### src/rtl/cpu_pkg.sv
// Shared opcode and state definitions for the accumulator CPU core.
package cpu_pkg;

   localparam logic [3:0] OP_NOP  = 4'h0;
   localparam logic [3:0] OP_LDA  = 4'h1;
   localparam logic [3:0] OP_ADD  = 4'h2;
   localparam logic [3:0] OP_SUB  = 4'h3;
   localparam logic [3:0] OP_STA  = 4'h4;
   localparam logic [3:0] OP_LDI  = 4'h5;
   localparam logic [3:0] OP_JMP  = 4'h6;
   localparam logic [3:0] OP_JC   = 4'h7;
   localparam logic [3:0] OP_JZ   = 4'h8;
   localparam logic [3:0] OP_JNZ  = 4'h9;
   localparam logic [3:0] OP_CALL = 4'hA;
   localparam logic [3:0] OP_RET  = 4'hB;
   localparam logic [3:0] OP_OUT  = 4'hE;
   localparam logic [3:0] OP_HLT  = 4'hF;

   typedef enum logic [1:0] {
      STATE_FETCH,
      STATE_OPERAND,
      STATE_EXEC,
      STATE_HALT
   } state_e;

   function automatic logic has_operand(input logic [3:0] op);
      return (op >= OP_LDA) && (op <= OP_CALL);
   endfunction

endpackage

### src/rtl/cpu_stack.sv
// Return-address stack; pushes when full and pops when empty are ignored.
module cpu_stack #(
   parameter int WIDTH = 8,
   parameter int DEPTH = 4
) (
   input  logic             clk,
   input  logic             rst_n,
   input  logic             push,
   input  logic             pop,
   input  logic [WIDTH-1:0] din,
   output logic [WIDTH-1:0] dout,
   output logic             full,
   output logic             empty
);

   localparam int SPW = $clog2(DEPTH + 1);

   logic [SPW-1:0]   sp_q;
   logic [WIDTH-1:0] mem_q [DEPTH];

   assign full  = (sp_q == SPW'(DEPTH));
   assign empty = (sp_q == '0);

   always_ff @(posedge clk or negedge rst_n) begin
      if (!rst_n) begin
         sp_q <= '0;
         for (int i = 0; i < DEPTH; i++) mem_q[i] <= '0;
      end else if (push && !full) begin
         for (int i = 0; i < DEPTH; i++)
            if (SPW'(i) == sp_q) mem_q[i] <= din;
         sp_q <= sp_q + SPW'(1);
      end else if (pop && !empty) begin
         sp_q <= sp_q - SPW'(1);
      end
   end

   // Top of stack is the entry just below the stack pointer.
   always_comb begin
      dout = '0;
      for (int i = 0; i < DEPTH; i++)
         if (SPW'(i + 1) == sp_q) dout = mem_q[i];
   end

endmodule

### src/rtl/cpu_core.sv
// Accumulator CPU: FETCH/OPERAND/EXEC sequencer with carry/zero flags,
// hardware return stack, clock-enable and halt/fault status.
module cpu_core
   import cpu_pkg::*;
#(
   parameter int DATA_WIDTH  = 8,
   parameter int ADDR_WIDTH  = 8,
   parameter int STACK_DEPTH = 4
) (
   input  logic                  clk,
   input  logic                  reset,
   input  logic                  enable,
   output logic [ADDR_WIDTH-1:0] mem_addr,
   input  logic [DATA_WIDTH-1:0] mem_rdata,
   output logic [DATA_WIDTH-1:0] mem_wdata,
   output logic                  mem_we,
   output logic [DATA_WIDTH-1:0] out_data,
   output logic                  out_valid,
   output logic                  halted,
   output logic                  fault,
   output logic [ADDR_WIDTH-1:0] pc
);

   state_e                state_q, state_d;
   logic [3:0]            ir_q, ir_d;
   logic [DATA_WIDTH-1:0] a_q, a_d, b_q, b_d, opr_q, opr_d, out_q, out_d;
   logic [ADDR_WIDTH-1:0] pc_q, pc_d;
   logic                  c_q, c_d, z_q, z_d, outv_q, outv_d, fault_q, fault_d;
   logic                  push, pop, stk_full, stk_empty;
   logic [ADDR_WIDTH-1:0] stk_dout, opr_addr;
   logic [DATA_WIDTH-1:0] addend;
   logic [DATA_WIDTH:0]   sum;

   assign opr_addr = opr_q[ADDR_WIDTH-1:0];
   // SUB is A + ~B + 1, so the carry out reads as "no borrow".
   assign addend   = (ir_q == OP_SUB) ? ~mem_rdata : mem_rdata;
   assign sum      = {1'b0, a_q} + {1'b0, addend} + (DATA_WIDTH + 1)'(ir_q == OP_SUB);

   cpu_stack #(.WIDTH(ADDR_WIDTH), .DEPTH(STACK_DEPTH)) u_stack (
      .clk  (clk),
      .rst_n(reset),
      .push (push),
      .pop  (pop),
      .din  (pc_q),
      .dout (stk_dout),
      .full (stk_full),
      .empty(stk_empty)
   );

   always_ff @(posedge clk or negedge reset) begin
      if (!reset) state_q <= STATE_FETCH;
      else if (enable) state_q <= state_d;
   end

   always_comb begin
      state_d = state_q;
      case (state_q)
         STATE_FETCH:   state_d = has_operand(mem_rdata[3:0]) ? STATE_OPERAND : STATE_EXEC;
         STATE_OPERAND: state_d = STATE_EXEC;
         STATE_EXEC: begin
            if ((ir_q == OP_HLT) || ((ir_q == OP_CALL) && stk_full) ||
                ((ir_q == OP_RET) && stk_empty))
               state_d = STATE_HALT;
            else
               state_d = STATE_FETCH;
         end
         default:       state_d = STATE_HALT;
      endcase
   end

   always_comb begin
      ir_d = ir_q;  a_d = a_q;  b_d = b_q;  opr_d = opr_q;  out_d = out_q;
      pc_d = pc_q;  c_d = c_q;  z_d = z_q;  fault_d = fault_q;
      outv_d = 1'b0;  push = 1'b0;  pop = 1'b0;
      mem_addr = pc_q;  mem_we = 1'b0;
      case (state_q)
         STATE_FETCH: begin
            ir_d = mem_rdata[3:0];
            pc_d = pc_q + ADDR_WIDTH'(1);
         end
         STATE_OPERAND: begin
            opr_d = mem_rdata;
            pc_d  = pc_q + ADDR_WIDTH'(1);
         end
         STATE_EXEC: begin
            mem_addr = opr_addr;
            case (ir_q)
               OP_LDA: begin a_d = mem_rdata; z_d = (mem_rdata == '0); end
               OP_ADD, OP_SUB: begin
                  b_d = mem_rdata;
                  {c_d, a_d} = sum;
                  z_d = (sum[DATA_WIDTH-1:0] == '0);
               end
               OP_STA: mem_we = enable;
               OP_LDI: begin a_d = opr_q; z_d = (opr_q == '0); end
               OP_JMP: pc_d = opr_addr;
               OP_JC:  if (c_q)  pc_d = opr_addr;
               OP_JZ:  if (z_q)  pc_d = opr_addr;
               OP_JNZ: if (!z_q) pc_d = opr_addr;
               OP_CALL: begin
                  if (stk_full) fault_d = 1'b1;
                  else begin push = enable; pc_d = opr_addr; end
               end
               OP_RET: begin
                  if (stk_empty) fault_d = 1'b1;
                  else begin pop = enable; pc_d = stk_dout; end
               end
               OP_OUT: begin out_d = a_q; outv_d = 1'b1; end
               default: ;
            endcase
         end
         default: ;
      endcase
   end

   always_ff @(posedge clk or negedge reset) begin
      if (!reset) begin
         ir_q <= '0;  a_q <= '0;  b_q <= '0;  opr_q <= '0;  out_q <= '0;
         pc_q <= '0;  c_q <= 1'b0;  z_q <= 1'b0;  outv_q <= 1'b0;  fault_q <= 1'b0;
      end else if (enable) begin
         ir_q <= ir_d;  a_q <= a_d;  b_q <= b_d;  opr_q <= opr_d;  out_q <= out_d;
         pc_q <= pc_d;  c_q <= c_d;  z_q <= z_d;  outv_q <= outv_d;  fault_q <= fault_d;
      end
   end

   assign mem_wdata = a_q;
   assign out_data  = out_q;
   assign out_valid = outv_q & enable;
   assign halted    = (state_q == STATE_HALT);
   assign fault     = fault_q;
   assign pc        = pc_q;

endmodule

### config.mk
export PLATFORM = sky130hd
export DESIGN_NAME = cpu_core
export DESIGN_NICKNAME = d
export VERILOG_FILES = /design/src/rtl/cpu_pkg.sv /design/src/rtl/cpu_stack.sv /design/src/rtl/cpu_core.sv
export SDC_FILE = /design/constraint.sdc
export NUM_CORES = 1
export LEC_CHECK = 0
export ABC_AREA = 1
export CORE_ASPECT_RATIO = 1.2
export CORE_UTILIZATION = 45
export DETAILED_ROUTE_END_ITERATION = 8
export PLACE_DENSITY_LB_ADDON = 0.15
export SYNTH_ARGS = -nofsm -noshare
export SYNTH_HDL_FRONTEND = slang
export SYNTH_SLANG_ARGS = --single-unit
### constraint.sdc
create_clock -name clk -period 2.6 [get_ports clk]
set_input_delay 0.26 -clock clk [delete_from_list [all_inputs] [get_ports clk]]
set_output_delay 0.26 -clock clk [all_outputs]
set_load 0.02 [all_outputs]
Word-level counts from Yosys, hierarchy flattened. Cells that the tools add are included.

Flip-flop bits (word level): 77.

$add $sub $neg: 5. Magnitude comparators: 2. Equality and inequality tests: 29. Multiplexer cells: 33. Bitwise operators: 2. Reduce and logical (&&, ||, !) cells: 31.

Operator list (count): $mux W8 (11); $pmux W8 S6 (1); $eq A4 B4 Y1 const B (6); $logic_not A8 Y1 (3); $pmux W8 S3 (1); $eq A4 B3 Y1 const B (4); $pmux W8 S2 (1); $ne A3 B3 Y1 const B (5); $mux W1 (12); $reduce_and A2 Y1 (6); $add A8 B8 Y9 (1); $add A9 B1 Y9 (1); $reduce_and A3 Y1 (3); $add A8 B1 Y8 const B (1); $eq A4 B2 Y1 const B (2); $not A8 Y8 (1); $reduce_and A8 Y1 (1); $ne A7 B3 Y1 const B (1); $eq A2 B3 Y1 const A (2); $mux W3 (2); $pmux W2 S3 (1); $reduce_bool A2 Y1 (3); $logic_and A1 B1 Y1 (5); $reduce_and A5 Y1 (1); other kinds (21) (27).

Longest topological paths before layout. Gate-level depths: netlist of the first run.

Depth in word-level cells: 8. Mapped depth: 15. Gate-level depth less buffers: 15.

By module. A second synthesis of the first run with hierarchy kept.

Cell total of the unflattened synthesis: 619. Area total of the unflattened synthesis: 4675.7 um2.

By module, submodules not included: cpu_core (instances 1, cells each 384, area an instance 2879.0 um2, sequential area each 1051.0 um2); cpu_stack (instances 1, cells each 235, area an instance 1796.7 um2, sequential area each 875.8 um2).

Least setup slack after synthesis of the first run. Ideal clock, no wire load.

Kind: reg2reg. Start: register ir_q[1]. End: register z_q. Library setup time: 0.077 ns. Arrival: 2.051 ns. Slack: 0.472 ns. Stages on the path, launching flop included: 13. Path buffers: 0. Path through: dfrtp_1 nand2_2 clkinv_4 nand2_4 xor2_1 fa_1 nor2_1 nand3_1 nor2_1 nand3_1 nor2_1 nand3_1 a21oi_1.

Word-level cells in the longest chain between the ends: 6. Elaborated cells on any way between the ends: 12. Those cells by class: 2 x add/sub; 4 x eq/ne; 2 x mux; 4 x reduce/logical.

Ends and longest elaborated chain: start: declaration (line cpu_core.sv:25) `logic [3:0] ir_q, ir_d;`; start signal: assignment (line cpu_core.sv:118) `ir_q <= '0; a_q <= '0; b_q <= '0; opr_q <= '0; out_q <= '0;`; start signal: assignment (line cpu_core.sv:121) `ir_q <= ir_d; a_q <= a_d; b_q <= b_d; opr_q <= opr_d; out_q <= out_d;`; $eq A4 B2 Y1 (line cpu_core.sv:36, cpu_core.sv:37, cpu_core.sv:87); $mux W8 (line cpu_core.sv:36) `assign addend = (ir_q == OP_SUB) ? ~mem_rdata : mem_rdata;`; $add A8 B8 Y9 (line cpu_core.sv:37) `assign sum = {1'b0, a_q} + {1'b0, addend} + (DATA_WIDTH + 1)'(ir_q == OP_SUB);`; $add A9 B1 Y9 (line cpu_core.sv:37); $logic_not A8 Y1 (line cpu_core.sv:92) `z_d = (sum[DATA_WIDTH-1:0] == '0);`; $pmux W1 S3 (line cpu_core.sv:87) `case (ir_q)`; end signal: assignment (line cpu_core.sv:119) `pc_q <= '0; c_q <= 1'b0; z_q <= 1'b0; outv_q <= 1'b0; fault_q <= 1'b0;`; end signal: assignment (line cpu_core.sv:122) `pc_q <= pc_d; c_q <= c_d; z_q <= z_d; outv_q <= outv_d; fault_q <= fault_d;`; end: declaration (line cpu_core.sv:28) `logic c_q, c_d, z_q, z_d, outv_q, outv_d, fault_q, fault_d;`.

Parallel ways exist; a longest one is shown, timed or not. A chain may end at the register's enable or synchronous reset.

Worst setup path in the final report of the first run.
Start: register state_q[0]. End: output mem_addr[4].

Word-level cells in the longest chain between the ends: 2.

Ends and longest elaborated chain: start: declaration (line cpu_core.sv:24) `state_e state_q, state_d;`; start signal: assignment (line cpu_core.sv:52) `else if (enable) state_q <= state_d;`; $eq A2 B2 Y1 (line cpu_core.sv:76) `case (state_q)`; $mux W8 (line cpu_core.sv:76); end: declaration (line cpu_core.sv:13) `output logic [ADDR_WIDTH-1:0] mem_addr,`.

No other way between the ends.

==> results.py, run 1 <==
metrics = {
    "layout": {
        "area_growth_pct": 18.6,
        "layout-drive-gt1-share": 0.103,
        "nets": 654,
        "final_cell_mix": "nand2_1 (162), dfrtp_1 (76), o21ai_0 (74), inv_1 (56), clkdlybuf4s50_1 (45)",
        "fillers": 1005,
        "final_common_cell": "nand2_1",
        "antennaDiodeCount": 0,
    },
    "floorplanning": {
        "core-area_um2": 10000,
        "dieHeight_um": 113,
        "die-area_um2": 10700,
        "num_rows": 40,
        "start_util": 0.461,
        "num_io_pins": 47,
        "die_w_um": 94.4,
    },
    "placed_design": {
        "gp_congestion": 0.885,
        "pre_cts_ws_ns": 0.112,
        "portBuffers": 46,
        "post-dp-hpwl_um": 9140,
    },
    "timing": {
        "final.setup.worst_slack_ns": 0.183,
        "finalCritPeriodShare": 0.930,
        "final.setup.tns_ns": 0,
        "max_freq_mhz": 414,
        "rsz0062_at_grt": "no",
        "setup_viol": 0,
        "fin_crit_ns": 2.42,
        "slew_viol_final": 0,
        "slew_headroom": 0.614,
        "finalHoldViolations": 0,
        "worst_pin_slew_ns": 0.578,
        "finClkSkew_ns": 0.00379,
    },
    "worst_setup_path": {
        "critPathKind": "reg -> out",
        "cp_slowest_cell": "clkdlybuf4s50_1",
        "worstPathMaxFanout": 10,
        "rr_worst_depth": 14,
        "crit_required_ns": 2.34,
        "cp.arrival_ns": 2.16,
        "end_kind": "output port",
        "crit_chain": "inv_1, nand2_4, inv_1, buf_4, o21ai_0, clkdlybuf4s50_1",
        "slowest_delay_ns": 0.66,
        "critPathMostFrequentCell": "inv_1",
        "start_kind": "flop",
    },
    "job": {
        "max_cap_viol_count": 0,
    },
    "global_routing": {
        "grt_pass1_vias": 4034,
        "grt_usage": 0.242,
        "grt_pass1_wl_um": 19800,
        "grt_max_degree": 42,
        "antenna_found_initial": 0,
        "overflow": 0,
    },
    "drt": {
        "firstDrtPassIters": 4,
        "num_vias": 4023,
        "ant_nets": 0,
        "wl_per_cell_um": 15.7,
        "drc_errors": 0,
        "drt_iter0_markers": 221,
        "drt_wl_total_um": 11900,
        "avgViaCountPerCell": 5.31,
    },
    "yosys": {
        "yosysWarnings": 0,
        "synth_top_family_by_area": "simple AND/OR/NAND/NOR gates",
        "synth.avg_cell_area_um2": 8.02,
        "synth_fa_ha_area_frac": 0.0450,
        "synth_seq_cells": 77,
        "yosys.area_share.simple": 0.248,
        "synth-edff-count": 0,
        "synth_xor_area_frac": 0.0285,
        "synth.net_count": 602,
        "yosys.cell_types.count": 50,
        "synth_area_um2": 4610,
        "synth_cells": 575,
        "synth_ff_type": "dfrtp_1",
        "async_flop_share": 1.00,
        "synth_compound_area_frac": 0.186,
        "muxShareOfSynthArea": 0,
        "synth_seq_area_share": 0.418,
    },
    "hold_path": {
        "hold_class": "in -> async",
    },
    "clock_network": {
        "cts_sinks": 77,
        "clk_pin_slew_ns": 0.06,
        "cts_tree": "built",
        "htreeDepth": 3,
        "cts_buffers": 9,
        "clockBufferDepth": 2,
        "cts_root_buf": "clkbuf_16",
        "insertion_delay_ns": 0.33,
    },
    "power": {
        "ir_worst_vdd_mv": 0.570,
        "fin_total_pwr_mw": 6.02,
        "power_density_nw_per_um2": 1100,
        "p_leak_nw": 2.64,
    },
    "status": {
        "status": "completed",
    },
}
==> layout make-up <==
class | count | area (um^2) | area share
Inverter | 64 | 245 | 0.0448
Clock buffer | 10 | 229 | 0.0418
Clock inverter | 6 | 40.0 | 0.00732
Sequential cell | 77 | 1930 | 0.352
Timing Repair Buffer | 54 | 520 | 0.0951
Multi-Input combinational cell | 421 | 2350 | 0.430
Tap cell | 126 | 158 | 0.0288
==> layer usage <==
metal | share of wire | wire length [um] | vias to the layer above | global-route usage
met3 | 0.035 | 421 | 23 | 0.0356
met1 | 0.43 | 5080 | 1899 | 0.289
met2 | 0.52 | 6150 | 93 | 0.429
met5 | 0 | 0 | - | 0
li1 | - | - | 2008 | -
met4 | 0.023 | 272 | 0 | 0.0985
==> flip-flops by register name (all words and copies together), names as in the netlist, 2 cells and up <==
register / count
u_stack.mem_q: 32
mem_wdata: 8
opr_addr: 8
out_data: 8
pc: 8
ir_q: 4
u_stack.sp_q: 3
state_q: 2
==> Yosys cell counts, types with 2 or more instances <==
master    number  share of area
nand2_1      162           0.13
dfrtp_1       77           0.42
o21ai_0       74          0.080
inv_1         56          0.046
nor2_1        27          0.022
a21oi_1       25          0.027
nand3_1       18          0.020
ha_1          15          0.041
xor2_1        14          0.027
o21ai_1        9         0.0098
nand2_4        7          0.017
nand4_1        7         0.0095
nor2_4         7          0.017
nor3_1         7         0.0076
o211ai_1       7          0.011
buf_6          6          0.015
inv_2          6         0.0049
nand2_2        5         0.0068
clkbuf_1       4         0.0033
o21ai_2        3         0.0057
o221ai_1       3         0.0057
a221oi_1       2         0.0038
a22oi_1        2         0.0033
a32oi_1        2         0.0038
nand3b_1       2         0.0033
o21a_1         2         0.0033
o22ai_1        2         0.0027
o31ai_1        2         0.0033
==> stage by stage <==
stage / hold WS (ns) / cell area, um^2 / instances / utilization
2_1_floorplan: -0.0356 / 4610 / 575 / -
3_3_place_gp: 0.286 / 5180 / 741 / 0.518
3_5_place_dp: 0.292 / 5180 / 741 / 0.518
4_1_cts: 0.484 / 5460 / 758 / 0.545
5_1_grt: 0.499 / 5470 / 758 / 0.547
6_report: 0.466 / 5470 / 758 / 0.547
==> logic make-up (layout without fill, tap and decap cells) <==
kind of cell | after synthesis | count (layout)
flip-flops | 77 | 77
AO/OA/AOI/OAI | 143 | 143
buffers and inverters | 77 | 134
adder cells (fa/ha/maj) | 16 | 16
XOR/XNOR | 15 | 15
AND/OR/NAND/NOR | 247 | 247
==> final timing paths <==
kind / start / end / slack, ns
setup / recovery: state_q[0] / mem_addr[4] / 0.18
hold / removal: reset / u_stack.mem_q[19] / 0.47
setup reg to reg: ir_q[1] / z_q / 0.20
hold reg to reg: u_stack.mem_q[9] / u_stack.mem_q[9] / 0.48
max in group asynchronous: reset / ir_q[1] / 1.43
min in group clk: u_stack.mem_q[9] / u_stack.mem_q[9] / 0.48
==> timing repair <==
item	CTS	global route
resized for setup	0	3
hold endpoints to repair	39	0
setup buffers	0	0
hold buffers	1	0
setup endpoints to repair	0	3
==> worst max-delay path: cells and delay by family, from the launching register on <==
kind            cells  cell delay [ns]
compound gates      1             0.24
buf+inv             4             1.10
flops               1             0.38
simple gates        1             0.09
==> power by group <==
group	switching [mW]	leakage (nW)	internal, mW
clock network	0.499	0.132	0.644
logic	1.87	1.50	1.13
registers	0.359	1.01	1.51
(Power assumes the default switching activity.)
==> inputs of run 2 (changes only) <==
--- a/config.mk
+++ b/config.mk
@@ -7,7 +7,8 @@
 export LEC_CHECK = 0
 export ABC_AREA = 1
 export CORE_ASPECT_RATIO = 1.2
-export CORE_UTILIZATION = 45
+export CORE_UTILIZATION = 55
+export CTS_BUF_LIST = sky130_fd_sc_hd__clkbuf_4 sky130_fd_sc_hd__clkbuf_8
 export DETAILED_ROUTE_END_ITERATION = 8
 export PLACE_DENSITY_LB_ADDON = 0.15
 export SYNTH_ARGS = -nofsm -noshare
==> results.py, run 2 (same netlist as run 1, synthesis figures left out) <==
metrics = {
    "placed_design": {
        "gp_congestion": 0.892,
        "portBuffers": 46,
        "post-dp-hpwl_um": 8530,
        "pre_cts_ws_ns": 0.168,
        "placed_area_um2": 5120,
    },
    "layout": {
        "fin_area_um2": 5330,
        "antennaDiodeCount": 0,
        "final_common_cell": "nand2_1",
        "nets": 650,
        "top_register": "u_stack.mem_q",
        "final_cell_mix": "nand2_1 (162), dfrtp_1 (76), o21ai_0 (74), inv_1 (55), clkdlybuf4s50_1 (45)",
        "largest_register_ffs": 32,
        "area_growth_pct": 15.6,
        "layout-drive-gt1-share": 0.104,
    },
    "clock_network": {
        "post_cts_buffers": 0,
        "cts_buffers": 9,
        "cts_sinks": 77,
        "cts_root_buf": "clkbuf_8",
        "postCtsHoldBufs": 0,
        "clk_pin_slew_ns": 0.08,
        "insertion_delay_ns": 0.37,
        "cts_tree": "built",
        "cts_resized": 0,
        "clockBufferDepth": 2,
        "htreeDepth": 3,
    },
    "timing": {
        "finalCritPeriodShare": 0.956,
        "finClkSkew_ns": 0.0121,
        "rsz0062_at_grt": "no",
        "slew_headroom": 0.349,
        "worst_pin_slew_ns": 0.976,
        "finalHoldViolations": 0,
        "max_freq_mhz": 402,
        "final.setup.worst_slack_ns": 0.115,
        "setup_viol": 0,
        "fin_crit_ns": 2.48,
        "slew_viol_final": 0,
        "final.setup.tns_ns": 0,
    },
    "power": {
        "power_density_nw_per_um2": 1080,
        "fin_total_pwr_mw": 5.74,
        "ir_worst_vdd_mv": 0.626,
        "p_leak_nw": 2.57,
    },
    "floorplanning": {
        "die_w_um": 85.6,
        "dieHeight_um": 102,
        "core-area_um2": 8110,
        "num_io_pins": 47,
        "num_rows": 36,
        "start_util": 0.569,
        "die-area_um2": 8760,
    },
    "worst_setup_path": {
        "crit_required_ns": 2.34,
        "path_buf_inv": 3,
        "crit_chain": "inv_1, nand2_4, clkinvlp_4, o21ai_0, clkdlybuf4s50_1",
        "r2r_slack_ns": 0.25,
        "cp.arrival_ns": 2.22,
        "worstPathMaxFanout": 14,
        "worstSetupStartpoint": "state_q[0]",
        "start_kind": "flop",
        "critPathKind": "reg -> out",
        "r2r_start": "ir_q[1]",
        "end_kind": "output port",
        "path_delay_family": "buffers and inverters",
        "cp_slowest_cell": "clkdlybuf4s50_1",
        "slowest_delay_ns": 0.67,
    },
    "drt": {
        "avgViaCountPerCell": 5.54,
        "wl_met3_um": 359,
        "firstDrtPassIters": 4,
        "wl_per_cell_um": 15.7,
        "drt_wl_total_um": 11400,
        "num_vias": 4004,
        "met1_length_um": 4720,
        "drc_errors": 0,
        "ant_nets": 0,
        "dr.max_layer_used": "met4",
        "drt_iter0_markers": 255,
        "wl_met2_um": 5950,
    },
    "global_routing": {
        "grt_usage": 0.283,
        "grt_max_degree": 78,
        "overflow": 0,
        "grt_pass1_wl_um": 19100,
        "antenna_found_initial": 0,
        "grt_pass1_vias": 3870,
    },
    "status": {
        "status": "completed",
    },
    "hold_path": {
        "hold_class": "in -> async",
    },
    "job": {
        "max_cap_viol_count": 0,
    },
}
==> run 2: cell types whose count changed in the layout (fill, tap and decap cells not counted), sizes merged <==
cell and delta:
buf -3, clkbuf +1, clkinv -3, inv +1, clkinvlp +1, dlygate4sd3 -1
==> run 2: report_power, final <==
part / leakage, nW / switching (mW) / total, mW / internal (mW)
Sequential: 1.01 / 0.355 / 1.87 / 1.51
Combinational: 1.47 / 1.87 / 2.99 / 1.12
Clock: 0.0965 / 0.478 / 0.886 / 0.409
Total: 2.57 / 2.71 / 5.74 / 3.04
==> run 2: worst register-to-register path: cells and delay by family (launching register included) <==
kind | cells | cell delay (ns)
simple gates | 9 | 0.84
xor+xnor | 1 | 0.21
buf+inv | 1 | 0.10
flops | 1 | 0.46
fa+ha+maj | 1 | 0.33
compound gates | 2 | 0.34
==> run 2: final timing paths <==
check,end,cells after the start
setup / recovery,mem_addr[3],5
hold / removal,u_stack.sp_q[2],1
setup reg to reg,z_q,14
hold reg to reg,outv_q,2
max in group asynchronous,ir_q[1],1
min in group clk,outv_q,2
==> run 2: layer usage <==
| metal | vias to the layer above | track usage |
|---|---|---|
| met3 | 23 | 0.0404 |
| met4 | 0 | 0.141 |
| met2 | 95 | 0.502 |
| li1 | 1998 | - |
| met5 | - | 0 |
| met1 | 1888 | 0.337 |
==> run 2: final cells by class <==
class                           count  area (um^2)
Multi-Input combinational cell    421         2350
Timing Repair Buffer               50          488
Tap cell                           95          119
Clock buffer                       11          151
Sequential cell                    77         1930
Fill cell                         692         2780
Inverter                           64          249
Clock inverter                      5         42.5
==> run 2: stage by stage <==
step                std cells  hold WS, ns  utilization
CTS                       723       0.0826        0.655
finish                    723       0.0170        0.658
floorplan                 575      -0.0356            -
detailed placement        707        0.469        0.631
global route              723        0.125        0.658
global placement          707        0.462        0.631
==> inputs of run 3 (changes only) <==
--- a/config.mk
+++ b/config.mk
@@ -6,7 +6,7 @@
 export NUM_CORES = 1
 export LEC_CHECK = 0
 export ABC_AREA = 1
-export CORE_ASPECT_RATIO = 1.2
+export ABC_CLOCK_PERIOD_IN_PS = 2350
 export CORE_UTILIZATION = 55
 export CTS_BUF_LIST = sky130_fd_sc_hd__clkbuf_4 sky130_fd_sc_hd__clkbuf_8
 export DETAILED_ROUTE_END_ITERATION = 8
==> constraint.sdc (replaced) <==
create_clock -name clk -period 2.35 [get_ports clk]
set_input_delay 0.235 -clock clk [delete_from_list [all_inputs] [get_ports clk]]
set_output_delay 0.235 -clock clk [all_outputs]
set_load 0.02 [all_outputs]
==> results.py, run 3 (same netlist as run 1, synthesis figures left out) <==
metrics = {
    "drt": {
        "drt_wl_total_um": 11500,
        "num_vias": 4010,
        "drt_iter0_markers": 177,
        "ant_nets": 0,
        "wl_per_cell_um": 15.4,
        "drc_errors": 0,
        "firstDrtPassIters": 4,
        "avgViaCountPerCell": 5.39,
    },
    "clock_network": {
        "htreeDepth": 3,
        "cts_buffers": 9,
        "insertion_delay_ns": 0.35,
        "clockBufferDepth": 2,
        "cts_root_buf": "clkbuf_8",
        "cts_sinks": 77,
        "clk_pin_slew_ns": 0.09,
        "cts_tree": "built",
    },
    "status": {
        "status": "completed",
    },
    "timing": {
        "slew_headroom": 0.598,
        "setup_viol": 0,
        "worst_pin_slew_ns": 0.601,
        "max_freq_mhz": 443,
        "fin_crit_ns": 2.26,
        "finalCritPeriodShare": 0.960,
        "finalHoldViolations": 0,
        "slew_viol_final": 0,
        "finClkSkew_ns": 0.00828,
        "final.setup.tns_ns": 0,
        "rsz0062_at_grt": "yes",
    },
    "layout": {
        "top_register": "u_stack.mem_q",
        "final_common_cell": "nand2_1",
        "largest_register_ffs": 32,
        "antennaDiodeCount": 0,
        "final_cell_mix": "nand2_1 (162), dfrtp_1 (77), o21ai_0 (74), inv_1 (55), clkdlybuf4s50_1 (40)",
        "area_growth_pct": 18.6,
        "layout-drive-gt1-share": 0.117,
        "fin_cells": 744,
        "nets": 661,
    },
    "global_routing": {
        "antenna_found_initial": 0,
        "grt_pass1_wl_um": 18600,
        "grt_pass1_vias": 3855,
        "grt_usage": 0.273,
        "overflow": 0,
        "grt_max_degree": 42,
    },
    "worst_setup_path": {
        "end_kind": "flop",
        "start_kind": "flop",
        "cp.arrival_ns": 2.54,
        "cp_slowest_cell": "dfrtp_1",
        "critPathMostFrequentCell": "nand2_1",
        "critPathKind": "reg -> reg",
        "slowest_delay_ns": 0.40,
        "path_buf_inv": 1,
        "crit_required_ns": 2.63,
        "worstPathMaxFanout": 9,
        "path_delay_family": "simple AND/OR/NAND/NOR gates",
        "crit_chain": "nand2_2, clkinv_4, nand2_4, xor2_1, ha_4, a21oi_2, nand2_1, nand2_1, nand2_1, nor2_1, nand3_1, nor2_1, nand3_1, a21oi_1",
    },
    "floorplanning": {
        "num_io_pins": 47,
        "die_w_um": 93.6,
        "dieHeight_um": 93.6,
        "num_rows": 33,
        "core-area_um2": 8180,
        "start_util": 0.564,
        "die-area_um2": 8760,
    },
    "power": {
        "ir_worst_vdd_mv": 0.736,
        "power_density_nw_per_um2": 1190,
        "p_leak_nw": 2.68,
    },
    "placed_design": {
        "placedCellCount": 727,
        "portBuffers": 46,
        "post-dp-hpwl_um": 8660,
        "gp_congestion": 0.861,
    },
    "hold_path": {
        "hold_class": "in -> async",
    },
    "job": {
        "max_cap_viol_count": 0,
    },
}
## run 3: cell types whose count changed in the layout (fill, tap and decap cells not counted), sizes merged
cell           previous run  this run
clkinv                    4         3
clkdlybuf4s50            45        40
bufinv                    0         1
clkinvlp                  2         3
dlygate4sd3               0         1
buf                       5        15
inv                      63        64
dlygate4sd2               0         3
dlymetal6s2s              0         2
clkbuf                   11         9
## run 3: stage by stage
stage | utilization | power [mW] | worst slack, ns | area, um^2 | hold slack (ns)
floorplan | - | 4.24 | 0.222 | 4610 | -0.0606
detailed placement | 0.638 | 5.43 | 0.0198 | 5220 | 0.240
finish | 0.669 | 6.52 | 0.0938 | 5470 | 0.395
global placement | 0.638 | 5.37 | 0.0600 | 5220 | 0.237
global route | 0.669 | 6.99 | -0.0921 | 5470 | 0.433
CTS | 0.664 | 6.49 | 0.00145 | 5430 | 0.400
## run 3: routing by layer
layer  global-route usage  vias up  share of wire
li1                     -     2023              -
met1                0.343     1901           0.45
met2                0.481       66           0.51
met3               0.0390       20          0.023
met4               0.0910        0          0.021
met5                    0        -              0
## run 3: cell type report
type	count	area, um^2
repair buffers	61	591
fillers	700	2700
inverters	64	249
clock buffers	9	124
multi-input cells	421	2370
flip-flops and latches	77	1930
well taps	105	131
clock inverters	7	82.6
## run 3: final timing paths
check                             start                to  slack, ns  cells past startpoint
worst max-delay path            ir_q[0]               z_q       0.09                     14
worst min-delay path              reset   u_stack.sp_q[2]       0.39                      2
worst max register to register  ir_q[0]               z_q       0.09                     14
worst min register to register   outv_q            outv_q       0.48                      2
max in group asynchronous         reset  u_stack.mem_q[1]       1.37                      3
min in group clk                 outv_q            outv_q       0.48                      2
## run 3: what timing repair did
action,in CTS,in global routing
endpoints found under the hold margin,36,0
endpoints found under the setup margin,3,8
hold buffers,1,0
setup buffers,0,0
resized for setup,3,9
## run 3: power breakdown
part	internal, mW	switching [mW]	total [mW]
Clock	0.508	0.560	1.07
Combinational	1.31	2.11	3.42
Sequential	1.67	0.366	2.04
Total	3.48	3.04	6.52
